<file path="src/rtl/fifo_pkg.sv">
// Shared definitions for the FIFO reader: data width default, occupancy states
// and the width of the transfer counter.
package fifo_pkg;

   localparam int DATA_W_DEF = 8;
   localparam int CNT_W      = 8;

   typedef enum logic [1:0] {
      EMPTY = 2'd0,
      ONE   = 2'd1,
      TWO   = 2'd2
   } occ_t;

endpackage

</file>
<file path="src/rtl/out_skid_buf.sv">
// Two-entry head/tail output buffer. The head always drives the stream data;
// the tail only holds a word while the head is blocked by the downstream side.
module out_skid_buf
   import fifo_pkg::*;
#(
   parameter int DATA_W = DATA_W_DEF
) (
   input  logic              clk,
   input  logic              rst,
   input  logic              capture,
   input  logic              pop,
   input  logic [DATA_W-1:0] din,
   output occ_t              occ,
   output logic [DATA_W-1:0] head
);

   occ_t              occ_nxt;
   logic [DATA_W-1:0] tail;

   // Occupancy state register, cleared asynchronously.
   always_ff @(posedge clk or negedge rst) begin
      if (!rst) begin
         occ <= EMPTY;
      end else begin
         occ <= occ_nxt;
      end
   end

   // Occupancy next state: a capture adds a word, a pop removes one, both cancel.
   always_comb begin
      occ_nxt = occ;
      if (capture && !pop) begin
         case (occ)
            EMPTY:   occ_nxt = ONE;
            ONE:     occ_nxt = TWO;
            default: occ_nxt = TWO;
         endcase
      end else if (pop && !capture) begin
         case (occ)
            TWO:     occ_nxt = ONE;
            default: occ_nxt = EMPTY;
         endcase
      end
   end

   // Head/tail data movement: new words land in the first free slot, and a pop
   // promotes the tail into the head so the stream order is preserved.
   always_ff @(posedge clk or negedge rst) begin
      if (!rst) begin
         head <= '0;
         tail <= '0;
      end else if (capture && !pop) begin
         if (occ == EMPTY) begin
            head <= din;
         end else begin
            tail <= din;
         end
      end else if (pop && !capture) begin
         head <= tail;
      end else if (capture && pop) begin
         if (occ == TWO) begin
            head <= tail;
            tail <= din;
         end else begin
            head <= din;
         end
      end
   end

   // The upstream credit check must never let a word arrive into a full buffer.
   capture_into_full: assert property (@(posedge clk) disable iff (!rst)
      !(capture && !pop && (occ == TWO)));

endmodule

</file>
<file path="src/rtl/fifo_reader.sv">
// Turns a FIFO with one-cycle read latency into a valid/ready stream. Reads are
// issued only when the word is guaranteed a slot in the two-entry output buffer.
module fifo_reader
   import fifo_pkg::*;
#(
   parameter int DATA_W = DATA_W_DEF
) (
   input  logic              clk,
   input  logic              rst,
   input  logic [DATA_W-1:0] buf_out,
   input  logic              buf_empty,
   output logic              rd_en,
   input  logic              drain_en,
   output logic [DATA_W-1:0] m_data,
   output logic              m_valid,
   input  logic              m_ready,
   output logic [CNT_W-1:0]  rd_count
);

   occ_t       occ;
   logic       inflight;
   logic       pop;
   logic [2:0] credit_sum;

   assign m_valid = (occ != EMPTY);
   assign pop     = m_valid & m_ready;

   // Words already committed to the buffer (stored plus in flight, minus the one
   // leaving this cycle); a new read is allowed only while this stays below two.
   assign credit_sum = {1'b0, occ} + {2'b00, inflight} - {2'b00, pop};
   assign rd_en      = rst & drain_en & ~buf_empty & (credit_sum < 3'd2);

   // Remember last cycle's read so the FIFO data is captured when it appears.
   always_ff @(posedge clk or negedge rst) begin
      if (!rst) begin
         inflight <= 1'b0;
      end else begin
         inflight <= rd_en;
      end
   end

   // Count completed output transfers, wrapping naturally at the counter width.
   always_ff @(posedge clk or negedge rst) begin
      if (!rst) begin
         rd_count <= '0;
      end else if (pop) begin
         rd_count <= rd_count + CNT_W'(1);
      end
   end

   out_skid_buf #(
      .DATA_W (DATA_W)
   ) u_skid (
      .clk     (clk),
      .rst     (rst),
      .capture (inflight),
      .pop     (pop),
      .din     (buf_out),
      .occ     (occ),
      .head    (m_data)
   );

endmodule
</file>
<file path="config.mk">
export PLATFORM = sky130hd
export DESIGN_NAME = fifo_reader
export DESIGN_NICKNAME = d
export VERILOG_FILES = /design/src/rtl/fifo_pkg.sv /design/src/rtl/out_skid_buf.sv /design/src/rtl/fifo_reader.sv
export SDC_FILE = /design/constraint.sdc
export NUM_CORES = 1
export LEC_CHECK = 0
export CORE_UTILIZATION = 54
export DETAILED_ROUTE_END_ITERATION = 10
export GPL_TIMING_DRIVEN = 0
export PLACE_DENSITY = 0.84
export SLEW_MARGIN = 10
export SYNTH_ARGS = -nofsm -noshare
export SYNTH_HDL_FRONTEND = slang
export SYNTH_SLANG_ARGS = --single-unit
</file>
<file path="constraint.sdc">
create_clock -name clk -period 6.26 [get_ports clk]
set_clock_uncertainty 0.15 [all_clocks]
set_input_delay 0.626 -clock clk [delete_from_list [all_inputs] [get_ports clk]]
set_output_delay 0.626 -clock clk [all_outputs]
set_load 0.1 [all_outputs]
</file>
After elaboration in Yosys (flattened, before gate mapping)
Cells that the tools add are included.

word-level totals
  output and inout bits = 18
  latch bits = 0
  logic and storage cells = 45
  memories = 0
  register bits = 27
  bits of input ports = 13
  ROM bits = 0
  bits in writable memories = 0

cells by class
  equal/unequal tests = 4
  multipliers = 0
  $add $sub $neg = 3
  divide/modulo/power cells = 0
  reduce and logical (&&, ||, !) cells = 13
  shifts and indexed selects = 0
  bitwise operators = 5
  order comparisons = 1
  mux-type cells = 14

operators by type and width
  kind                                                                          number
  8-bit 2-to-1 mux                                                              10
  8-bit by 1-bit adder with 8-bit output, second input constant                 1
  2-bit nonzero test                                                            4
  2-bit 2-to-1 mux                                                              3
  1-bit AND                                                                     4
  2-bit inequality test, second input constant                                  2
  4-bit AND reduction                                                           1
  2-bit by 1-bit adder with 3-bit output                                        1
  1-bit logical AND                                                             3
  3-bit by 2-bit less-than comparator with 1-bit output, second input constant  1
  3-bit nonzero test                                                            1
  3-bit by 1-bit subtractor with 3-bit output                                   1
  2-bit equality test, second input constant                                    1
  1-bit zero test                                                               2
  2-bit zero test                                                               1
  2-bit by 1-bit inequality test with 1-bit output, second input constant       1
  2-bit AND reduction                                                           1
  1-bit 2-to-1 mux                                                              1
  1-bit NOT                                                                     1

Depth between registers and ports, before layout
Gate-level depths: netlist (run 1).

  depth in word-level cells = 6
  mapped depth = 8

By module
A second synthesis (run 1) with hierarchy kept.

unflattened totals
  cell total of the unflattened synthesis = 113
  area total of the unflattened synthesis = 1,348.8 µm²

modules (own cells, without submodules)
  module        cells an instance  seq. area each (µm²)  times used  area an instance (µm²)
  out_skid_buf  73                 450.4                 1           880.8
  fifo_reader   40                 225.2                 1           467.9

Worst setup path after synthesis (run 1)
Ideal clock, no wire load.

  path kind = input to output
  start point = input port m_ready
  end point = output port rd_en
  required time = 5.484 ns
  cell stages on the path = 7
  path buffers = 1
  path slack = 2.389 ns
  data arrival time = 3.095 ns
  cells stage by stage = buf_2 inv_1 nor2_1 o21ai_0 fa_1 nand4b_1 nor2_1

between the ends
  word-level cells in the longest chain between the ends = 4

RTL lines
  element                                                RTL line           source
  start: declaration                                     fifo_reader.sv:16  input logic m_ready,
  1-bit AND                                              fifo_reader.sv:26  assign pop = m_valid & m_ready;
  3-bit by 1-bit subtractor with 3-bit output            fifo_reader.sv:30  assign credit_sum = {1'b0, occ} + {2'b00, inflight} - {2'b00, pop};
  3-bit by 2-bit less-than comparator with 1-bit output  fifo_reader.sv:31  assign rd_en = rst & drain_en & ~buf_empty & (credit_sum < 3'd2);
  1-bit AND                                              fifo_reader.sv:31
  end: declaration                                       fifo_reader.sv:12  output logic rd_en,

Every way passes these cells.

Worst setup path in the final report (run 1)
Ends and elaborated chain as after synthesis.

==> run summary, run 1 <==
CTS resizes: 0
R2R Path Start: u_skid.occ[1]$_DFFE_PN0P_
HP Class: in2async
Worst path slowest cell: clkdlybuf4s50_1
Peak VDD IR: 0.4977 mV
Multi-input combinational cell area: 680.7 um^2
Clk root buf: clkbuf_4
IO Pins: 31
Internal power: 0.3991 mW
Vias per std cell: 5.745
DR WL/cell: 15.54 um
Die W: 53.87 um
First-pass GRT wire length: 4850 um
Simple-gate share of the synthesized area: 11.80%
Main synth FF type: dfrtp_1
Seq/Total Area, Yosys: 46.51%
Synth Area in Adders: 2.239%
P_leak: 0.7909 nW
Post-synth EDFFs: 0
R2r setup slk: 3.89 ns
Largest net degree at the start of global routing: 29
Fin. Hold Viols: 0
Psw: 0.4476 mW
Xor/xnor share of the synthesized area: 5.426%
Mean Syn Cell Area: 11.35 um^2
Post-Route Utilization: 72.52%
Routability cong.: 0.7084
Clock transition at path regs: 0.15 ns
CP endpoint: rd_en
Unrepaired setup endpoints after global routing: false
Synth cell types: 29
Post-DP HPWL: 2083 um
Diodes inserted: 0
Share of cells above drive strength 1: 16.67%
Most frequent cells in the layout: clkdlybuf4s50_1 (29), dfrtp_1 (27), nor2_1 (11)
Final worst path period share: 75.32%
Via count: 1103
ANT nets after route: 0
Hold buffers post-CTS: 0
Clk_lat worst skew: 0.33 ns
Core ar.: 2500 um^2
Pwr dens: 467.0 nW/um^2
Compound-Gate Fraction of Synth Area: 14.99%
Initial antenna violation count: 0
Syn Inst Count: 128
YS warnings: 0
Sequential fraction of design power: 33.1%
Inserted Clock Buffers: 3
Vias in the first global route: 1073
Max Slew Vio Count: 0
Max Cap Viol: 0
Critical path type: in2out
Logic pwr share: 57.6%
Standard-cell rows: 18
Power share of the clock group: 9.3%
GRT Overall Usage: 23.85%
Reg2reg path depth: 8
Fmax: 212.1 MHz
CTS tree: done
Synth-to-Final Area Change: 24.81%
Tmin final: 4.715 ns
Post-CTS setup buffers: 0
Post-Route Setup TNS: 0 ns
Residual DRC: 0
Setup crit end kind: primary output
Die ar.: 2901 um^2
Setup ws final: 1.545 ns
Synth Register Bits: 27
Final total power: 0.8467 mW
Routed WL: 2984 um
Switching share of total power: 52.87%
DRT iter0 DRCs: 14
Multiplexer share of the synthesized area: 12.40%
Initial Util: 58.11%
Nets: 178
Final setup viols: 0
Crit-path cells: clkdlybuf4s50_1 -> buf_2 -> inv_1 -> nor2_1 -> o21ai_0 -> fa_1 -> nand4b_1 -> nor2_1 -> clkdlybuf4s50_1
Largest family of logic cells by synthesized area: compound AO/OA/AOI/OAI gates
Worst Setup Start Kind: input port
Port bufs: 30
Mapped Area: 1453 um^2
Most common cell after layout, fill and taps aside: clkdlybuf4s50_1
# fillers: 182
Slew @ Worst Pin: 0.9734 ns
Congestion Overflow GR: 0
CTS max path bufs: 2
Status: finished clean
CP arrival: 3.94 ns
Die Span Y: 53.87 um
CTS sink cnt: 27
Initial DRT Pass Iterations: 4
R2R Path End: inflight$_DFF_PN0_
Relative slew margins: 34.90%
Setup WS pre-CTS: 1.549 ns
CP startpoint: m_ready
CP peak stage delay: 1.16 ns
Worst endpoint required time: 5.48 ns
Sequential Area: 675.6 um^2
Crit path max fanout: 10
Net Count, Synth: 143
Asr flop ratio synth: 100.0%
H-tree depth: 1
==> kinds of logic (layout without fill, tap and decap cells) <==
kind of cell    Yosys count  count (layout)
simple gates             35              35
fa+ha+maj                 2               2
mux                      17              17
xor+xnor                  9               9
compound gates           21              21
flops                    27              27
buf+inv                  17              51
==> power groups by stage <==
| stage | Sequential (mW) | Clock (mW) | Combinational [mW] |
|---|---|---|---|
| after global routing | 0.289 | 0.0847 | 0.512 |
| after CTS | 0.280 | 0.0788 | 0.491 |
| after global placement | 0.278 | 0 | 0.483 |
| after floorplan | 0.527 | 0 | 0.133 |
| final | 0.280 | 0.0787 | 0.488 |
| after detailed placement | 0.284 | 0 | 0.490 |
==> metrics by stage <==
stage,instances,hold WS (ns),cell area (um^2)
2_1_floorplan,128,0.1804,1453
3_3_place_gp,188,0.3094,1790
4_1_cts,192,0.3359,1818
6_report,192,0.1342,1813
3_5_place_dp,188,0.3050,1790
5_1_grt,192,0.1767,1813
==> final cells by class <==
cell class / count / share of cell area, %
clock buffer: 3 / 1.242
timing repair buffer: 30 / 16.29
tap: 30 / 2.070
buffer: 8 / 3.451
sequential: 27 / 37.27
inverter: 9 / 1.863
multi-input combinational: 84 / 37.54
clock inverter: 1 / 0.2761
==> cell usage after synthesis, drive strengths merged (3+ instances only) <==
library cell  count  share of area [%]
mux2              8                6.2
dfrtp            27                 47
nand4             3                1.3
nor2             11                2.8
mux2i             9                6.2
nand2             9                2.3
xor2              4                2.4
o2bb2ai           8                4.8
o21ai             4                1.4
inv               9                2.3
buf               6                3.8
a221oi            8                8.3
xnor2             5                3.0
==> flip-flops by register name, summed over array words and instances, names as in the netlist <==
| name | flops |
|---|---|
| inflight | 1 |
| rd_count | 8 |
| u_skid.head | 8 |
| u_skid.occ | 2 |
| u_skid.tail | 8 |
==> worst min-delay path by stage <==
stage,start,to,slack (ns)
CTS,rd_count[7]$_DFFE_PN0P_,rd_count[7]$_DFFE_PN0P_,0.34
finish,rst,u_skid.tail[5]$_DFFE_PN0P_,0.13
floorplan,rst,inflight$_DFF_PN0_,0.18
global route,rst,u_skid.tail[4]$_DFFE_PN0P_,0.18
global placement,rd_count[7]$_DFFE_PN0P_,rd_count[7]$_DFFE_PN0P_,0.31
detailed placement,rd_count[7]$_DFFE_PN0P_,rd_count[7]$_DFFE_PN0P_,0.30
==> worst max-delay path, delay by kind of cell <==
kind / cells / cell delay (ns)
buffers and inverters: 4 / 2.16
adder cells (fa/ha/maj): 1 / 0.51
AO/OA/AOI/OAI: 1 / 0.17
AND/OR/NAND/NOR: 3 / 0.47
==> routing by layer <==
metal,wire [um],track usage (%)
met5,0,0
met4,59,8.333
met3,127,3.390
met2,1520,41.77
met1,1277,29.62
Note: power is estimated with default switching activity, not from simulation.
==> run 2, diff against run 1 <==
CORE_UTILIZATION = 45   (was 54)
PLACE_DENSITY = 0.75   (was 0.84)
clock period = 4.15 ns   (was 6.26 ns; I/O delays follow)
==> run 2 against run 1 <==
First-iteration DRC count up 100%. Wire length shrank 5.3%. Non-clock buffer count rose by 1. Sequential share of layout area shrank 0.58 points. Global-route usage shrank 4.9 points. Cell area rose by 1.6%. Cell count is 7.8% higher. Via count is 4.0% lower. Register-to-register slack lost 2.0 ns. Hold slack gained 0.20 ns.
==> run summary, run 2 (synthesis gave the netlist of run 1 again) <==
Setup WS pre-CTS: -0.05396 ns (was 1.549 ns)
Met3 wire len: 95 um (was 127 um)
Via count: 1059 (was 1103)
Pwr dens: 694.4 nW/um^2 (was 467.0 nW/um^2)
Vias in the first global route: 1163 (was 1073)
Congestion Overflow GR: 0 (unchanged)
Initial Util: 47.58% (was 58.11%)
Residual DRC: 0 (unchanged)
Clk root buf: clkbuf_4 (unchanged)
Setup crit end kind: primary output (unchanged)
Die ar.: 3459 um^2 (was 2901 um^2)
DR WL/cell: 13.65 um (was 15.54 um)
Initial DRT Pass Iterations: 4 (unchanged)
Status: finished clean (unchanged)
Peak VDD IR: 0.5634 mV (was 0.4977 mV)
Share of cells above drive strength 1: 16.56% (was 16.67%)
Top layer in use: met4 (unchanged)
First-pass GRT wire length: 4947 um (was 4850 um)
Crit path max fanout: 10 (unchanged)
Critical path type: in2out (unchanged)
ANT nets after route: 0 (unchanged)
Synth-to-Final Area Change: 26.79% (was 24.81%)
Slew @ Worst Pin: 0.9677 ns (was 0.9734 ns)
CTS sink cnt: 27 (unchanged)
Largest net degree at the start of global routing: 29 (unchanged)
R2r setup slk: 1.92 ns (was 3.89 ns)
# fillers: 286 (was 182)
Routed WL: 2826 um (was 2984 um)
Clock transition at path regs: 0.16 ns (was 0.15 ns)
Unrepaired setup endpoints after global routing: false (unchanged)
Final Instance Area: 1842 um^2 (was 1813 um^2)
Tmin final: 3.880 ns
Core ar.: 3053 um^2 (was 2500 um^2)
Biggest regs: rd_count: 8 flops, u_skid.head: 8 flops, u_skid.tail: 8 flops (unchanged)
Final worst path period share: 93.49%
Finished Layout Cells: 207 (was 192)
Post-Route Setup TNS: 0 ns (unchanged)
CP arrival: 3.31 ns (was 3.94 ns)
Initial antenna violation count: 0 (unchanged)
Nets: 179 (was 178)
Final total power: 1.279 mW (was 0.8467 mW)
Inst Count DP: 202 (was 188)
Die Span Y: 58.82 um (was 53.87 um)
Standard-cell rows: 20 (was 18)
Max Slew Vio Count: 0 (unchanged)
Post-Route Utilization: 60.33% (was 72.52%)
H-tree depth: 1 (unchanged)
Clk_lat worst skew: 0.35 ns (was 0.33 ns)
Vias per std cell: 5.116 (was 5.745)
Post-CTS setup buffers: 0 (unchanged)
Worst Setup Start Kind: input port (unchanged)
Detail Route met2 WL: 1447 um (was 1520 um)
Max Cap Viol: 0 (unchanged)
Most frequent cells in the layout: clkdlybuf4s50_1 (28), dfrtp_1 (27), nor2_1 (11) (was clkdlybuf4s50_1 (29), dfrtp_1 (27), nor2_1 (11))
CTS max path bufs: 2 (unchanged)
Most common cell after layout, fill and taps aside: clkdlybuf4s50_1 (unchanged)
HP Class: reg2reg (was in2async)
Fmax: 257.7 MHz
DRT iter0 DRCs: 28 (was 14)
Diodes inserted: 0 (unchanged)
Relative slew margins: 35.29% (was 34.90%)
Die W: 58.82 um (was 53.87 um)
Post-DP HPWL: 1985 um (was 2083 um)
Routability cong.: 0.7275 (was 0.7084)
Port bufs: 30 (unchanged)
Inserted Clock Buffers: 3 (unchanged)
P_leak: 0.7954 nW (was 0.7909 nW)
CTS tree: done (unchanged)
IO Pins: 31 (unchanged)
Dpl cell area: 1808 um^2 (was 1790 um^2)
Fin. Hold Viols: 0 (unchanged)
GRT Overall Usage: 18.96% (was 23.85%)
Setup ws final: 0.2701 ns (was 1.545 ns)
Worst endpoint required time: 3.59 ns (was 5.48 ns)
M1 WL: 1241 um (was 1277 um)
Final setup viols: 0 (unchanged)
Fin Hold WS: 0.3371 ns (was 0.1342 ns)
[run 2: changes by cell type in the layout (fill, tap and decap cells not counted), sizes merged]
cell | before | now
clkdlybuf4s50 | 29 | 28
clkinv | 1 | 0
dlygate4sd3 | 0 | 1
clkinvlp | 0 | 1
dlygate4sd2 | 0 | 1
[run 2: path summary, 6_finish.rpt]
| check | startpoint | end | depth (start not counted) |
|---|---|---|---|
| hold reg to reg | rd_count[7]$_DFFE_PN0P_ | rd_count[7]$_DFFE_PN0P_ | 1 |
| max in group asynchronous | rst | rd_count[0]$_DFFE_PN0P_ | 2 |
| min in group asynchronous | rst | u_skid.head[4]$_DFFE_PN0P_ | 2 |
| setup reg to reg | u_skid.occ[1]$_DFFE_PN0P_ | inflight$_DFF_PN0_ | 8 |
| hold / removal | rd_count[7]$_DFFE_PN0P_ | rd_count[7]$_DFFE_PN0P_ | 1 |
| setup / recovery | m_ready | rd_en | 9 |
[run 2: per-layer routing]
metal  GRT usage [%]  vias up
met3           1.978        5
met2           35.39       26
met4           6.122        0
met5               0        -
li1                -      518
met1           22.62      510
[run 2: where the power goes]
part	switching, mW	internal, mW	total (mW)
Clock	0.0875	0.0371	0.125
Combinational	0.519	0.215	0.735
Sequential	0.0688	0.351	0.420
[run 2: cell type report]
| type | instances | area, um^2 | share of cell area, % |
|---|---|---|---|
| sequential | 27 | 675.6 | 36.68 |
| clock buffer | 3 | 22.52 | 1.223 |
| inverter | 9 | 33.78 | 1.834 |
| multi-input combinational | 84 | 680.7 | 36.96 |
| timing repair buffer | 31 | 304.0 | 16.51 |
| tap | 44 | 55.05 | 2.989 |
| buffer | 8 | 62.56 | 3.397 |
| clock inverter | 1 | 7.507 | 0.4076 |
[run 2: timing repair]
action | in CTS | in global routing
hold endpoints to repair | 0 | 27
gates resized for setup | 1 | 0
hold buffers | 0 | 1
setup endpoints to repair | 1 | 0
[run 2: critical path, cell delays in order]
cell and delay [ns]:
clkdlybuf4s50_1 0.54, buf_2 0.33, inv_1 0.10, nor2_1 0.18, o21ai_0 0.14, fa_1 0.49
nand4b_1 0.09, nor2_1 0.16, dlygate4sd2_1 0.87
==> run 3, diff against run 2 <==
CORE_UTILIZATION = 50   (was 45)
PLACE_DENSITY = 0.79   (was 0.75)
SKIP_LAST_GASP = 1   (was not set)
TNS_END_PERCENT = 5   (was not set)
clock period = 4 ns   (was 4.15 ns; I/O delays follow)
==> run 3 against run 2 <==
Cell count fell by 6.3%. Die area shrank 9.7%. Cell area is 1.1% lower. Global-route usage is 2.8 points higher. Critical path depth unchanged. Core utilization is 5.7 points higher. Critical path type unchanged. Register-to-register slack worse by 0.18 ns. Via count is 2.7% higher. Combinational power grew 4.4%. Count of clock-buffer cells in the layout unchanged. Power grew 3.8%. Setup slack better by 0.22 ns. Highest routed layer unchanged.
==> run summary, run 3 (synthesis gave the netlist of run 1 again) <==
Most common cell after layout, fill and taps aside: clkdlybuf4s50_1 (unchanged)
M1 WL: 1242 um (was 1241 um)
DR WL/cell: 15.88 um (was 13.65 um)
Peak VDD IR: 0.5628 mV (was 0.5634 mV)
R2R Path Start: u_skid.occ[1]$_DFFE_PN0P_ (unchanged)
Clk root buf: clkbuf_4 (unchanged)
Routability cong.: 0.6974 (was 0.7275)
Core ar.: 2758 um^2 (was 3053 um^2)
Met3 wire len: 134 um (was 95 um)
Clock transition at path regs: 0.16 ns (about the same)
Crit path max fanout: 10 (unchanged)
Clk_lat worst skew: 0.33 ns (was 0.35 ns)
Inserted Clock Buffers: 3 (unchanged)
Unrepaired setup endpoints after global routing: false (unchanged)
Synth-to-Final Area Change: 25.41% (was 26.79%)
DRT iter0 DRCs: 18 (was 28)
CP endpoint: rd_en (unchanged)
First-pass GRT wire length: 5188 um (was 4947 um)
Post-DP HPWL: 2186 um (was 1985 um)
CTS sink cnt: 27 (unchanged)
ANT nets after route: 0 (unchanged)
CP startpoint: m_ready (unchanged)
Switching share of total power: 52.89% (was 52.84%)
Detail Route met2 WL: 1684 um (was 1447 um)
Final worst path period share: 87.70%
IO Pins: 31 (unchanged)
P_leak: 0.7924 nW (was 0.7954 nW)
Final total power: 1.327 mW (was 1.279 mW)
CTS tree: done (unchanged)
Top layer in use: met4 (unchanged)
Psw: 0.7020 mW (was 0.6758 mW)
Via count: 1088 (was 1059)
Biggest regs: rd_count: 8 flops, u_skid.head: 8 flops, u_skid.tail: 8 flops (unchanged)
Reg2reg path depth: 8 (unchanged)
Max Slew Vio Count: 0 (unchanged)
Finished Layout Cells: 194 (was 207)
Post-Route Setup TNS: 0 ns (unchanged)
Nets: 179 (unchanged)
# fillers: 231 (was 286)
Sequential fraction of design power: 32.9% (was 32.8%)
GRT Overall Usage: 21.73% (was 18.96%)
Setup ws final: 0.4920 ns (was 0.2701 ns)
CP arrival: 2.96 ns (was 3.31 ns)
Power share of the clock group: 9.3% (was 9.7%)
Fin. Hold Viols: 0 (unchanged)
Slew @ Worst Pin: 0.9867 ns (was 0.9677 ns)
Inst Count DP: 189 (was 202)
Fmax: 285.1 MHz
Post-CTS setup buffers: 0 (unchanged)
Status: finished clean (unchanged)
HP Class: reg2reg (unchanged)
Initial antenna violation count: 0 (unchanged)
Die W: 55.90 um (was 58.82 um)
Logic pwr share: 57.8% (was 57.4%)
Max Cap Viol: 0 (unchanged)
Pwr dens: 728.6 nW/um^2 (was 694.4 nW/um^2)
Internal power: 0.6254 mW (was 0.6032 mW)
Routed WL: 3081 um (was 2826 um)
Vias per std cell: 5.608 (was 5.116)
Worst Setup Start Kind: input port (unchanged)
Largest net degree at the start of global routing: 29 (unchanged)
Relative slew margins: 34.01% (was 35.29%)
Post-Route Utilization: 66.06% (was 60.33%)
Critical path type: in2out (unchanged)
CTS max path bufs: 2 (unchanged)
Port bufs: 30 (unchanged)
Final setup viols: 0 (unchanged)
Most frequent cells in the layout: clkdlybuf4s50_1 (28), dfrtp_1 (27), nor2_1 (11) (unchanged)
Initial Util: 52.68% (was 47.58%)
Setup crit end kind: primary output (unchanged)
Die Span Y: 55.90 um (was 58.82 um)
Diodes inserted: 0 (unchanged)
R2r setup slk: 1.74 ns (was 1.92 ns)
Standard-cell rows: 19 (was 20)
Vias in the first global route: 1138 (was 1163)
H-tree depth: 1 (unchanged)
R2R Path End: inflight$_DFF_PN0_ (unchanged)
Tmin final: 3.508 ns
Worst endpoint required time: 3.45 ns (was 3.59 ns)
Residual DRC: 0 (unchanged)
Initial DRT Pass Iterations: 4 (unchanged)
Share of cells above drive strength 1: 17.18% (was 16.56%)
Congestion Overflow GR: 0 (unchanged)
Setup WS pre-CTS: -0.2212 ns (was -0.05396 ns)
Die ar.: 3125 um^2 (was 3459 um^2)
## run 3: changes by cell type in the layout (fill, tap and decap cells not counted)
cell           previous run  this run
dlygate4sd2_1             1         0
clkbuf_2                  0         1
## run 3: cell type report
cell class	instances	area [um^2]	share of cell area, %
inverter	9	33.78	1.854
tap	31	38.79	2.129
buffer	8	62.56	3.434
clock buffer	3	22.52	1.236
sequential	27	675.6	37.09
timing repair buffer	31	300.3	16.48
clock inverter	1	7.507	0.4121
multi-input combinational	84	680.7	37.36
## run 3: what timing repair did
action                                  4_1_cts  5_1_grt
endpoints found under the setup margin        1        1
resized for setup                             1        2
endpoints found under the hold margin         0       27
hold buffers                                  0        1
## run 3: worst min-delay path by stage
stage / slack [ns] / startpoint / depth (start not counted) / to
global placement: 0.31 / rd_count[7]$_DFFE_PN0P_ / 1 / rd_count[7]$_DFFE_PN0P_
global route: 0.35 / rd_count[7]$_DFFE_PN0P_ / 1 / rd_count[7]$_DFFE_PN0P_
finish: 0.34 / rd_count[7]$_DFFE_PN0P_ / 1 / rd_count[7]$_DFFE_PN0P_
detailed placement: 0.31 / rd_count[7]$_DFFE_PN0P_ / 1 / rd_count[7]$_DFFE_PN0P_
floorplan: -0.05 / rst / 0 / inflight$_DFF_PN0_
CTS: 0.34 / rd_count[7]$_DFFE_PN0P_ / 1 / rd_count[7]$_DFFE_PN0P_
## run 3: power by group through the flow
stage,clock (mW),combinational (mW),sequential [mW]
2_1_floorplan,0,0.207,0.824
3_3_place_gp,0,0.756,0.435
3_5_place_dp,0,0.771,0.443
4_1_cts,0.126,0.771,0.437
5_1_grt,0.134,0.801,0.449
6_report,0.124,0.767,0.436
## run 3: per-stage QoR
| step | hold WS (ns) | cell area (um^2) |
|---|---|---|
| after floorplan | -0.04559 | 1453 |
| after global placement | 0.3113 | 1792 |
| after detailed placement | 0.3122 | 1792 |
| after CTS | 0.3357 | 1821 |
| after global routing | 0.3544 | 1822 |
| final | 0.3375 | 1822 |
## run 3: critical path: stages
cell and delay [ns]:
clkdlybuf4s50_1 0.55, buf_2 0.35, inv_1 0.10, nor2_1 0.19
o21ai_0 0.15, fa_1 0.50, nand4b_1 0.08, nor2_1 0.16
clkbuf_2 0.48
## run 3: routing by layer
layer	global-route usage [%]	up-vias
met5	0	-
met1	23.31	527
met4	6.969	0
met2	42.17	36
met3	4.419	2
li1	-	523
